**config.mk**
```make
export PLATFORM = sky130hd
export DESIGN_NAME = alu_control_seq_flat
export DESIGN_NICKNAME = d
export VERILOG_FILES = /design/src/rtl/alu_ctrl_pkg.sv /design/src/rtl/alu_control_seq_if.sv /design/src/rtl/alu_decode.sv /design/src/rtl/alu_control_seq.sv /design/src/flat_wrapper.sv
export SDC_FILE = /design/constraint.sdc
export NUM_CORES = 1
export LEC_CHECK = 0
export BUFFER_PORTS_ARGS = -buffer_cell sky130_fd_sc_hd__buf_4
export CORE_MARGIN = 1
export CORE_UTILIZATION = 45
export DETAILED_ROUTE_END_ITERATION = 8
export GPL_ROUTABILITY_DRIVEN = 0
export PLACE_DENSITY = 0.81
export SKIP_CTS_REPAIR_TIMING = 1
export SLEW_MARGIN = 25
export SYNTH_ARGS = -nofsm -noshare
export SYNTH_HDL_FRONTEND = slang
export SYNTH_SLANG_ARGS = --single-unit
```
**constraint.sdc**
```tcl
create_clock -name clk -period 2 [get_ports clk]
set_input_delay 0.2 -clock clk [delete_from_list [all_inputs] [get_ports clk]]
set_output_delay 0.2 -clock clk [all_outputs]
set_load 0.03 [all_outputs]
```
**src/rtl/alu_ctrl_pkg.sv**
```systemverilog
// Shared definitions for the ALU control sequencer: control codes,
// instruction class encodings, FSM states and the base-op decode helper.
package alu_ctrl_pkg;

    localparam int CODE_W = 5;
    typedef logic [CODE_W-1:0] ctrl_code_t;

    localparam ctrl_code_t C_ADD    = 5'b00000;
    localparam ctrl_code_t C_SUB    = 5'b00001;
    localparam ctrl_code_t C_XOR    = 5'b00010;
    localparam ctrl_code_t C_OR     = 5'b00011;
    localparam ctrl_code_t C_AND    = 5'b00100;
    localparam ctrl_code_t C_SLL    = 5'b00101;
    localparam ctrl_code_t C_SRL    = 5'b00110;
    localparam ctrl_code_t C_SRA    = 5'b00111;
    localparam ctrl_code_t C_SLT    = 5'b01000;
    localparam ctrl_code_t C_SLTU   = 5'b01001;
    localparam ctrl_code_t C_MUL    = 5'b10000;
    localparam ctrl_code_t C_MULH   = 5'b10001;
    localparam ctrl_code_t C_MULHSU = 5'b10010;
    localparam ctrl_code_t C_MULHU  = 5'b10011;
    localparam ctrl_code_t C_DIV    = 5'b10100;
    localparam ctrl_code_t C_DIVU   = 5'b10101;
    localparam ctrl_code_t C_REM    = 5'b10110;
    localparam ctrl_code_t C_REMU   = 5'b10111;

    typedef enum logic [2:0] {
        OP_R      = 3'b000,
        OP_I      = 3'b001,
        OP_LOAD   = 3'b010,
        OP_STORE  = 3'b011,
        OP_BRANCH = 3'b100,
        OP_JUMP   = 3'b101
    } alu_op_t;

    localparam logic [6:0] FN7_BASE = 7'b0000000;
    localparam logic [6:0] FN7_ALT  = 7'b0100000;
    localparam logic [6:0] FN7_M    = 7'b0000001;

    typedef enum logic [1:0] {
        IDLE = 2'b00,
        BUSY = 2'b01,
        DONE = 2'b10
    } state_t;

    // RISC-V funct3 to base integer op (the fn7=0000000 meaning).
    function automatic ctrl_code_t base_code(input logic [2:0] fn3);
        case (fn3)
            3'b000:  return C_ADD;
            3'b001:  return C_SLL;
            3'b010:  return C_SLT;
            3'b011:  return C_SLTU;
            3'b100:  return C_XOR;
            3'b101:  return C_SRL;
            3'b110:  return C_OR;
            default: return C_AND;
        endcase
    endfunction

endpackage

```
**src/rtl/alu_control_seq_if.sv**
```systemverilog
// Request/response bundle between the pipeline and the ALU control sequencer.
//
// Handshake: a request transfers on a rising clk edge where in_valid=1,
// in_ready=1 and flush=0. in_ready does not depend on in_valid. Results are
// not back-pressured: out_valid is a one-cycle pulse and control_out/illegal
// stay stable until the next transfer.
interface alu_control_seq_if #(
    parameter int CTRL_W = 5
);
    logic              in_valid;
    logic              in_ready;
    logic [2:0]        alu_op;
    logic [2:0]        fn3;
    logic [6:0]        fn7;
    logic              flush;
    logic [CTRL_W-1:0] control_out;
    logic              m_start;
    logic              stall;
    logic              out_valid;
    logic              illegal;

    modport master (
        output in_valid, alu_op, fn3, fn7, flush,
        input  in_ready, control_out, m_start, stall, out_valid, illegal
    );

    modport slave (
        input  in_valid, alu_op, fn3, fn7, flush,
        output in_ready, control_out, m_start, stall, out_valid, illegal
    );
endinterface

```
**src/rtl/alu_decode.sv**
```systemverilog
// Pure combinational decode of instruction class/funct fields into an ALU
// control code, an illegal flag and multiply/divide classification.
module alu_decode
    import alu_ctrl_pkg::*;
#(
    parameter int ENABLE_M = 1
) (
    input  logic [2:0] alu_op,
    input  logic [2:0] fn3,
    input  logic [6:0] fn7,
    output ctrl_code_t code,
    output logic       illegal,
    output logic       is_mul,
    output logic       is_div
);

    // Class/funct decode; unsupported encodings fall back to ADD + illegal.
    always_comb begin
        code    = C_ADD;
        illegal = 1'b0;
        is_mul  = 1'b0;
        is_div  = 1'b0;
        case (alu_op)
            OP_R: begin
                case (fn7)
                    FN7_BASE: code = base_code(fn3);
                    FN7_ALT: begin
                        if (fn3 == 3'b000)      code = C_SUB;
                        else if (fn3 == 3'b101) code = C_SRA;
                        else                    illegal = 1'b1;
                    end
                    FN7_M: begin
                        if (ENABLE_M != 0) begin
                            // M ops are laid out as 10 + funct3.
                            code   = {2'b10, fn3};
                            is_div = fn3[2];
                            is_mul = ~fn3[2];
                        end else begin
                            illegal = 1'b1;
                        end
                    end
                    default: illegal = 1'b1;
                endcase
            end
            OP_I: begin
                // fn7 is immediate data here; it only matters for the shift-right form.
                if (fn3 == 3'b101 && fn7 == FN7_ALT) code = C_SRA;
                else                                 code = base_code(fn3);
            end
            OP_LOAD, OP_STORE, OP_JUMP: code = C_ADD;
            OP_BRANCH: begin
                case (fn3[2:1])
                    2'b00:   code = C_SUB;
                    2'b10:   code = C_SLT;
                    2'b11:   code = C_SLTU;
                    default: illegal = 1'b1;
                endcase
            end
            default: illegal = 1'b1;
        endcase
    end

endmodule

```
**src/rtl/alu_control_seq.sv**
```systemverilog
// ALU control sequencer: accepts decode requests, registers the control code,
// and holds the pipeline for the fixed latency of multi-cycle M operations.
module alu_control_seq
    import alu_ctrl_pkg::*;
#(
    parameter int CTRL_W   = 5,
    parameter int ENABLE_M = 1,
    parameter int MUL_LAT  = 2,
    parameter int DIV_LAT  = 32
) (
    input  logic                 clk,
    input  logic                 rst_n,
    alu_control_seq_if.slave     bus,
    output state_t               state_dbg
);

    // Counter sized for the longer latency so a large MUL_LAT with a short
    // DIV_LAT still fits; with the default latencies this is clog2(DIV_LAT+1).
    localparam int MAX_LAT = (DIV_LAT > MUL_LAT) ? DIV_LAT : MUL_LAT;
    localparam int CNT_W   = $clog2(MAX_LAT + 1);

    state_t           state_q, state_d;
    logic [CNT_W-1:0] cnt_q, cnt_d;
    logic [CNT_W-1:0] lat_m1;
    ctrl_code_t       dec_code;
    logic             dec_illegal, dec_is_mul, dec_is_div;
    logic             accept;

    alu_decode #(.ENABLE_M(ENABLE_M)) u_decode (
        .alu_op  (bus.alu_op),
        .fn3     (bus.fn3),
        .fn7     (bus.fn7),
        .code    (dec_code),
        .illegal (dec_illegal),
        .is_mul  (dec_is_mul),
        .is_div  (dec_is_div)
    );

    assign accept        = bus.in_valid && (state_q != BUSY) && !bus.flush;
    assign bus.in_ready  = (state_q != BUSY);
    assign bus.stall     = (state_q == BUSY);
    assign bus.out_valid = (state_q == DONE);
    assign state_dbg     = state_q;

    // Remaining BUSY cycles to load for the op being accepted (0 = single cycle).
    always_comb begin
        lat_m1 = '0;
        if (dec_is_mul)      lat_m1 = CNT_W'(MUL_LAT - 1);
        else if (dec_is_div) lat_m1 = CNT_W'(DIV_LAT - 1);
    end

    // State and latency counter registers.
    always_ff @(posedge clk or negedge rst_n) begin
        if (!rst_n) begin
            state_q <= IDLE;
            cnt_q   <= '0;
        end else begin
            state_q <= state_d;
            cnt_q   <= cnt_d;
        end
    end

    // Next-state logic: flush dominates, DONE allows back-to-back acceptance.
    always_comb begin
        state_d = state_q;
        cnt_d   = cnt_q;
        if (bus.flush) begin
            state_d = IDLE;
            cnt_d   = '0;
        end else begin
            case (state_q)
                IDLE, DONE: begin
                    if (accept) begin
                        if (lat_m1 != '0) begin
                            state_d = BUSY;
                            cnt_d   = lat_m1;
                        end else begin
                            state_d = DONE;
                        end
                    end else begin
                        state_d = IDLE;
                    end
                end
                BUSY: begin
                    cnt_d = cnt_q - CNT_W'(1);
                    if (cnt_q == CNT_W'(1)) state_d = DONE;
                end
                default: begin
                    state_d = IDLE;
                    cnt_d   = '0;
                end
            endcase
        end
    end

    // Result registers load on acceptance; m_start marks the cycle after an M launch.
    always_ff @(posedge clk or negedge rst_n) begin
        if (!rst_n) begin
            bus.control_out <= '0;
            bus.illegal     <= 1'b0;
            bus.m_start     <= 1'b0;
        end else begin
            bus.m_start <= accept && (dec_is_mul || dec_is_div);
            if (accept) begin
                bus.control_out <= CTRL_W'(dec_code);
                bus.illegal     <= dec_illegal;
            end
        end
    end

endmodule

```
**src/flat_wrapper.sv**
```systemverilog
// flat-port wrapper written by rule: the top's interface ports become plain ports
module alu_control_seq_flat import alu_ctrl_pkg::*;
#(
    parameter int CTRL_W   = 5,
    parameter int ENABLE_M = 1,
    parameter int MUL_LAT  = 2,
    parameter int DIV_LAT  = 32
)
  (clk, rst_n, state_dbg, bus_in_valid, bus_alu_op, bus_fn3, bus_fn7, bus_flush, bus_in_ready, bus_control_out, bus_m_start, bus_stall, bus_out_valid, bus_illegal);
  alu_control_seq_if #(.CTRL_W(CTRL_W)) bus_i ();
  input  logic clk;
  input  logic rst_n;
  output state_t state_dbg;
  input wire logic [$bits(bus_i.in_valid)-1:0] bus_in_valid;
  input wire logic [$bits(bus_i.alu_op)-1:0] bus_alu_op;
  input wire logic [$bits(bus_i.fn3)-1:0] bus_fn3;
  input wire logic [$bits(bus_i.fn7)-1:0] bus_fn7;
  input wire logic [$bits(bus_i.flush)-1:0] bus_flush;
  output wire logic [$bits(bus_i.in_ready)-1:0] bus_in_ready;
  output wire logic [$bits(bus_i.control_out)-1:0] bus_control_out;
  output wire logic [$bits(bus_i.m_start)-1:0] bus_m_start;
  output wire logic [$bits(bus_i.stall)-1:0] bus_stall;
  output wire logic [$bits(bus_i.out_valid)-1:0] bus_out_valid;
  output wire logic [$bits(bus_i.illegal)-1:0] bus_illegal;
  assign bus_i.in_valid = bus_in_valid;
  assign bus_i.alu_op = bus_alu_op;
  assign bus_i.fn3 = bus_fn3;
  assign bus_i.fn7 = bus_fn7;
  assign bus_i.flush = bus_flush;
  assign bus_in_ready = bus_i.in_ready;
  assign bus_control_out = bus_i.control_out;
  assign bus_m_start = bus_i.m_start;
  assign bus_stall = bus_i.stall;
  assign bus_out_valid = bus_i.out_valid;
  assign bus_illegal = bus_i.illegal;
  alu_control_seq #(.CTRL_W(CTRL_W), .ENABLE_M(ENABLE_M), .MUL_LAT(MUL_LAT), .DIV_LAT(DIV_LAT)) u_core (.clk(clk), .rst_n(rst_n), .bus(bus_i), .state_dbg(state_dbg));
endmodule
```
* Yosys cells after proc, flatten, opt, wreduce, memory -nomap -nowiden
Index checks and enable logic that the tools add are counted.
Word-level totals: output and inout port bits 12, input port bits 17, word-level logic and storage cells 73, flip-flop bits (word level) 15
Operators by class: bitwise logic cells 1, equality and inequality tests 22, add/sub/neg operators 1, reduce and logical (&&, ||, !) cells 17, multiplexer cells 27
Operator list (count):
- case mux 5 bit (3 select lines) | 2
- case mux 4 bit (7 select lines) | 1
- two-way mux 6 bit | 3
- equality test 3 bit (second input constant) | 5
- equality test 3 x 2 -> 1 bit (second input constant) | 4
- case mux 4 bit (3 select lines) | 1
- case mux 6 bit (2 select lines) | 1
- two-way mux 5 bit | 2
- != test 3 x 2 -> 1 bit (second input constant) | 3
- two-way mux 2 bit | 4
- equality test 7 x 1 -> 1 bit (second input constant) | 1
- equality test 7 x 6 -> 1 bit (second input constant) | 1
- logical NOT 7 bit | 1
- two-way mux 1 bit | 7
- equality test 2 bit (second input constant) | 3
- equality test 3 x 1 -> 1 bit (second input constant) | 2
- equality test 6 x 1 -> 1 bit (second input constant) | 1
- logical NOT 3 bit | 2
- two-way mux 3 bit | 2
- nonzero test 6 bit | 1
- subtractor 6 x 1 -> 6 bit (second input constant) | 1
- logical AND 1 bit | 4
- logical NOT 2 bit | 2
- two-way mux 4 bit | 1
- 12 further kinds | 13

* Longest topological paths before layout
depth after elaboration 10, gate-level depth with buffers 7, gate-level depth less buffers 6

* Cells and area by module
From an unflattened synthesis, not the netlist that was laid out.
Second synthesis, totals: cell total of the unflattened synthesis 128, area, all modules 1173.6 um^2
By module, submodules not included:
- alu_control_seq | instances 1, sequential area each 375.4 um^2, cells an instance 75, area an instance 828.3 um^2
- alu_decode | instances 1, sequential area each 0.0 um^2, cells an instance 53, area an instance 345.3 um^2

* Worst setup path before layout
No wires, ideal clock.
path type register to register, from register u_core.state_q[0], in the netlist u_core.state_dbg[0], to register u_core.cnt_q[4], setup time 0.125 ns, cell stages (with the launch flop) 7, buffers on the path 0, arrival 1.802 ns, required time 1.875 ns, period minus slack after synthesis 1.927 ns, setup slack 0.073 ns, path through dfrtp_1 nand2b_2 inv_4 nor3b_4 a311oi_4 nand2b_4 o21ai_1
Between the ends: longest elaborated chain between the ends 5, elaborated cells between the ends (all ways) 12, classes of those cells 5 x eq/ne; 2 x mux; 5 x reduce/logical
Ends and longest elaborated chain:
- from (decl) | line alu_control_seq.sv:22 | state_t state_q, state_d;
- from (signal assigned) | line alu_control_seq.sv:58 | state_q <= state_d;
- != test 2 x 1 -> 1 bit
- named net bus_in_ready | line flat_wrapper.sv:19 | output wire logic [$bits(bus_i.in_ready)-1:0] bus_in_ready;
- logical AND 1 bit (2 in series) | line alu_control_seq.sv:39 | assign accept = bus.in_valid && (state_q != BUSY) && !bus.flush;
- != test 3 x 2 -> 1 bit (no line)
- AND reduction 2 bit (no line)
- to (signal assigned) | line alu_control_seq.sv:59 | cnt_q <= cnt_d;
- to (decl) | line alu_control_seq.sv:23 | logic [CNT_W-1:0] cnt_q, cnt_d;
The timed path passes the listed nets, and every way through them passes these cells. A chain may end at the register's enable or synchronous reset.

* Worst setup path after layout
from register u_core.state_q[0], in the netlist u_core.state_dbg[0], to register u_core.state_q[0], in the netlist u_core.state_dbg[0]
Between the ends: longest elaborated chain between the ends 6, elaborated cells between the ends (all ways) 11, classes of those cells 4 x eq/ne; 3 x mux; 4 x reduce/logical
Ends and longest elaborated chain:
- != test 2 x 1 -> 1 bit | line alu_control_seq.sv:39
- logical AND 1 bit (2 in series) | line alu_control_seq.sv:39
- two-way mux 2 bit | line alu_control_seq.sv:73 | if (accept) begin
- case mux 2 bit (2 select lines) | line alu_control_seq.sv:71 | case (state_q)
- two-way mux 2 bit | line alu_control_seq.sv:67 | if (bus.flush) begin
Parallel ways exist; a longest one is shown, timed or not.

==> out/results.ini <==
[sta]
finalCritPeriodShare = 0.8793
skew_ps = 1.112
relSlewSlack = 0.6421
min_period_ps = 1759
hold_violations = 0
max_freq_mhz = 568.6
holdWs_ps = 138.7
tightest_slew_ps = 531.2
report.final.slew_viol_count = 0
rsz0062_at_grt = false
tns_ps = 0
setup_viol = 0

[detailed_routing]
vias_per_cell = 5.757
first_pass_iters = 4
drc = 0
drt_iter0_drc = 23
route.vias.total = 1065
avgRoutedWirePerCell_um = 13.93
ant_nets = 0
wl_um = 2577

[die]
core_mm2 = 0.002233
ios = 29
start_util = 0.4796
die_w_um = 50.79
die_y_um = 50.79
die_area_mm2 = 0.002579
row_count = 17

[logic_synthesis]
synth_flop_cell = dfrtp_1
syn_area_per_cell_um2 = 8.433
syn_inst = 127
synth_area_mm2 = 0.001071
synth_top_cells_by_count = 15 x dfrtp_1, 15 x nand2_1, 14 x nor2_1
synth_edf_count = 0
synth_top_area_cell = dfrtp_1
syn-num-nets = 149
synth-seq-area-share = 0.3505
synth.top_cell.area_share = 0.3505
async_reset_ff_frac = 1.000
synth.area.top_cells = dfrtp_1 35%, ha_1 5.8%, nand2_1 5.3%, o21ai_0 5.1%, nor2_1 4.9%
ys_types = 40
ys_seq_elements = 15
yosysWarnings = 0

[critical_path]
crit_path_end_kind = flip-flop
startpoint_type = flip-flop
path_max_fanout = 9
rrSetupSlack_ps = 240
arrival_ps = 1970
reg2reg_to = u_core.state_dbg[0]
reg2reg_depth = 6
cp_data_required_time_ps = 2210
r2r-start = u_core.state_dbg[0]
crit_type = reg2reg

[place]
numPortBuffers = 28
hpwl_um = 2043

[global_route]
grt_pass1_wl_um = 4278
antenna_found_initial = 0
grt_max_degree = 16
overflow = 0
track_usage = 0.2249
grt_pass1_vias = 995

[clock_tree]
clk_root_buffer_cell = clkbuf_4
clkLatencyLatePin_ps = 280
cts.sinks = 15
cts.path.max_buffers = 2
cts_tree = yes
numCtsBuffers = 3
cts_htree_levels = 1
path_clk_slew_ps = 100

[status]
status = finished, final reports clean

[power]
ir_drop_uv = 244.8
p_per_area_mw_per_mm2 = 501.1
p_leak_nw = 0.6033

[finish]
diodes = 0
fin_nets = 180
drive_gt1_frac = 0.2484
synthToLayoutAreaGrowth_pct = 25.12

[worst_hold_path]
hp-start = bus_alu_op[1]
min_path_cells = 2
holdCritPathClass = in2reg
min_to = u_core.bus.control_out[3]

[flow_run]
maxCapViolCount = 0

## cells in the final DEF, fill, tap and decap left out, drive strengths merged
| master | netlist | layout |
|---|---|---|
| buf | 2 | 28 |
| nand2 | 15 | 15 |
| dfrtp | 15 | 15 |
| nor2 | 14 | 14 |
| o21ai | 14 | 14 |
| inv | 9 | 9 |
| a31oi | 7 | 7 |
| nor3 | 5 | 5 |
| a21oi | 5 | 5 |
| ha | 5 | 5 |
| o211ai | 3 | 3 |
| clkbuf | 1 | 3 |
| nor3b | 3 | 3 |
| nand2b | 3 | 3 |
| nor2b | 2 | 2 |
| nand4 | 2 | 2 |
| nand3b | 2 | 2 |
| a32oi | 2 | 2 |
| o31ai | 2 | 2 |
| and2b | 2 | 2 |
| a311oi | 2 | 2 |
| o22a | 2 | 2 |
| and3 | 1 | 1 |
| nand3 | 1 | 1 |
| o221ai | 1 | 1 |
| a22o | 1 | 1 |
| xnor2 | 1 | 1 |
| and3b | 1 | 1 |
| maj3 | 1 | 1 |
| a32o | 1 | 1 |
| o2bb2ai | 1 | 1 |
| a21boi | 1 | 1 |
| clkinv | 0 | 1 |
| dlygate4sd3 | 0 | 1 |
## through the flow
stage | util | setup slack (ps) | total power [mW] | std cells | instance area, um2
after floorplan | - | 72.89 | 0.4201 | 127 | 1071
after global routing | 0.6000 | 142.1 | 0.7086 | 185 | 1340
after CTS | 0.5955 | 253.1 | 0.6731 | 184 | 1330
final | 0.6000 | 241.4 | 0.6715 | 185 | 1340
after detailed placement | 0.5832 | 277.4 | 0.4960 | 180 | 1303
after global placement | 0.5832 | 380.6 | 0.4914 | 180 | 1303
## layout make-up
cell class | instances | area, um2
inverter | 9 | 36.28
tap | 28 | 35.03
timing repair buffer | 29 | 220.2
sequential | 15 | 375.4
fill | 223 | 893.4
clock buffer | 3 | 22.52
multi-input combinational | 100 | 645.6
clock inverter | 1 | 5.005
## registers in the layout, summed over array words and instances, names as in the netlist
register,count
u_core.cnt_q,6
u_core.bus.control_out,5
u_core.bus.m_start,1
u_core.state_dbg,2
u_core.bus.illegal,1
## critical path, stage by stage, from the launching register on
cell and delay, ps:
dfrtp_1 500, nand2b_2 200, inv_4 80, nor3b_4 340
nand3_1 210, o22a_1 240, nor2_1 110
## worst max path at each step
stage          cells past startpoint                 from  slack (ps)                  end
2_1_floorplan                      6  u_core.state_dbg[0]          70      u_core.cnt_q[4]
3_3_place_gp                       6  u_core.state_dbg[0]         380      u_core.cnt_q[5]
3_5_place_dp                       6  u_core.state_dbg[0]         280  u_core.state_dbg[0]
4_1_cts                            6  u_core.state_dbg[0]         250  u_core.state_dbg[0]
5_1_grt                            5  u_core.state_dbg[0]         140      u_core.cnt_q[0]
6_report                           6  u_core.state_dbg[0]         240  u_core.state_dbg[0]
## power breakdown
| part | leakage [nW] | switching, mW | internal, mW | total (mW) |
|---|---|---|---|---|
| clock | 0.0177 | 0.107 | 0.0742 | 0.181 |
| combinational | 0.385 | 0.0937 | 0.0712 | 0.165 |
| sequential | 0.200 | 0.00885 | 0.317 | 0.326 |
## logic make-up (layout without fill, tap and decap cells)
family,Yosys count,in the layout,share of synthesized area
buf+inv,12,42,0.04673
simple gates,51,51,0.2547
fa+ha+maj,6,6,0.06776
compound gates,42,42,0.2722
xor+xnor,1,1,0.008179
flops,15,15,0.3505
## layer usage
layer,track usage,part of all wire,vias up
met5,0,0,-
met4,0.09722,0.021,0
met3,0.03333,0.050,6
li1,-,-,522
met2,0.4067,0.51,43
met1,0.2593,0.42,494
(Power assumes the default switching activity.)
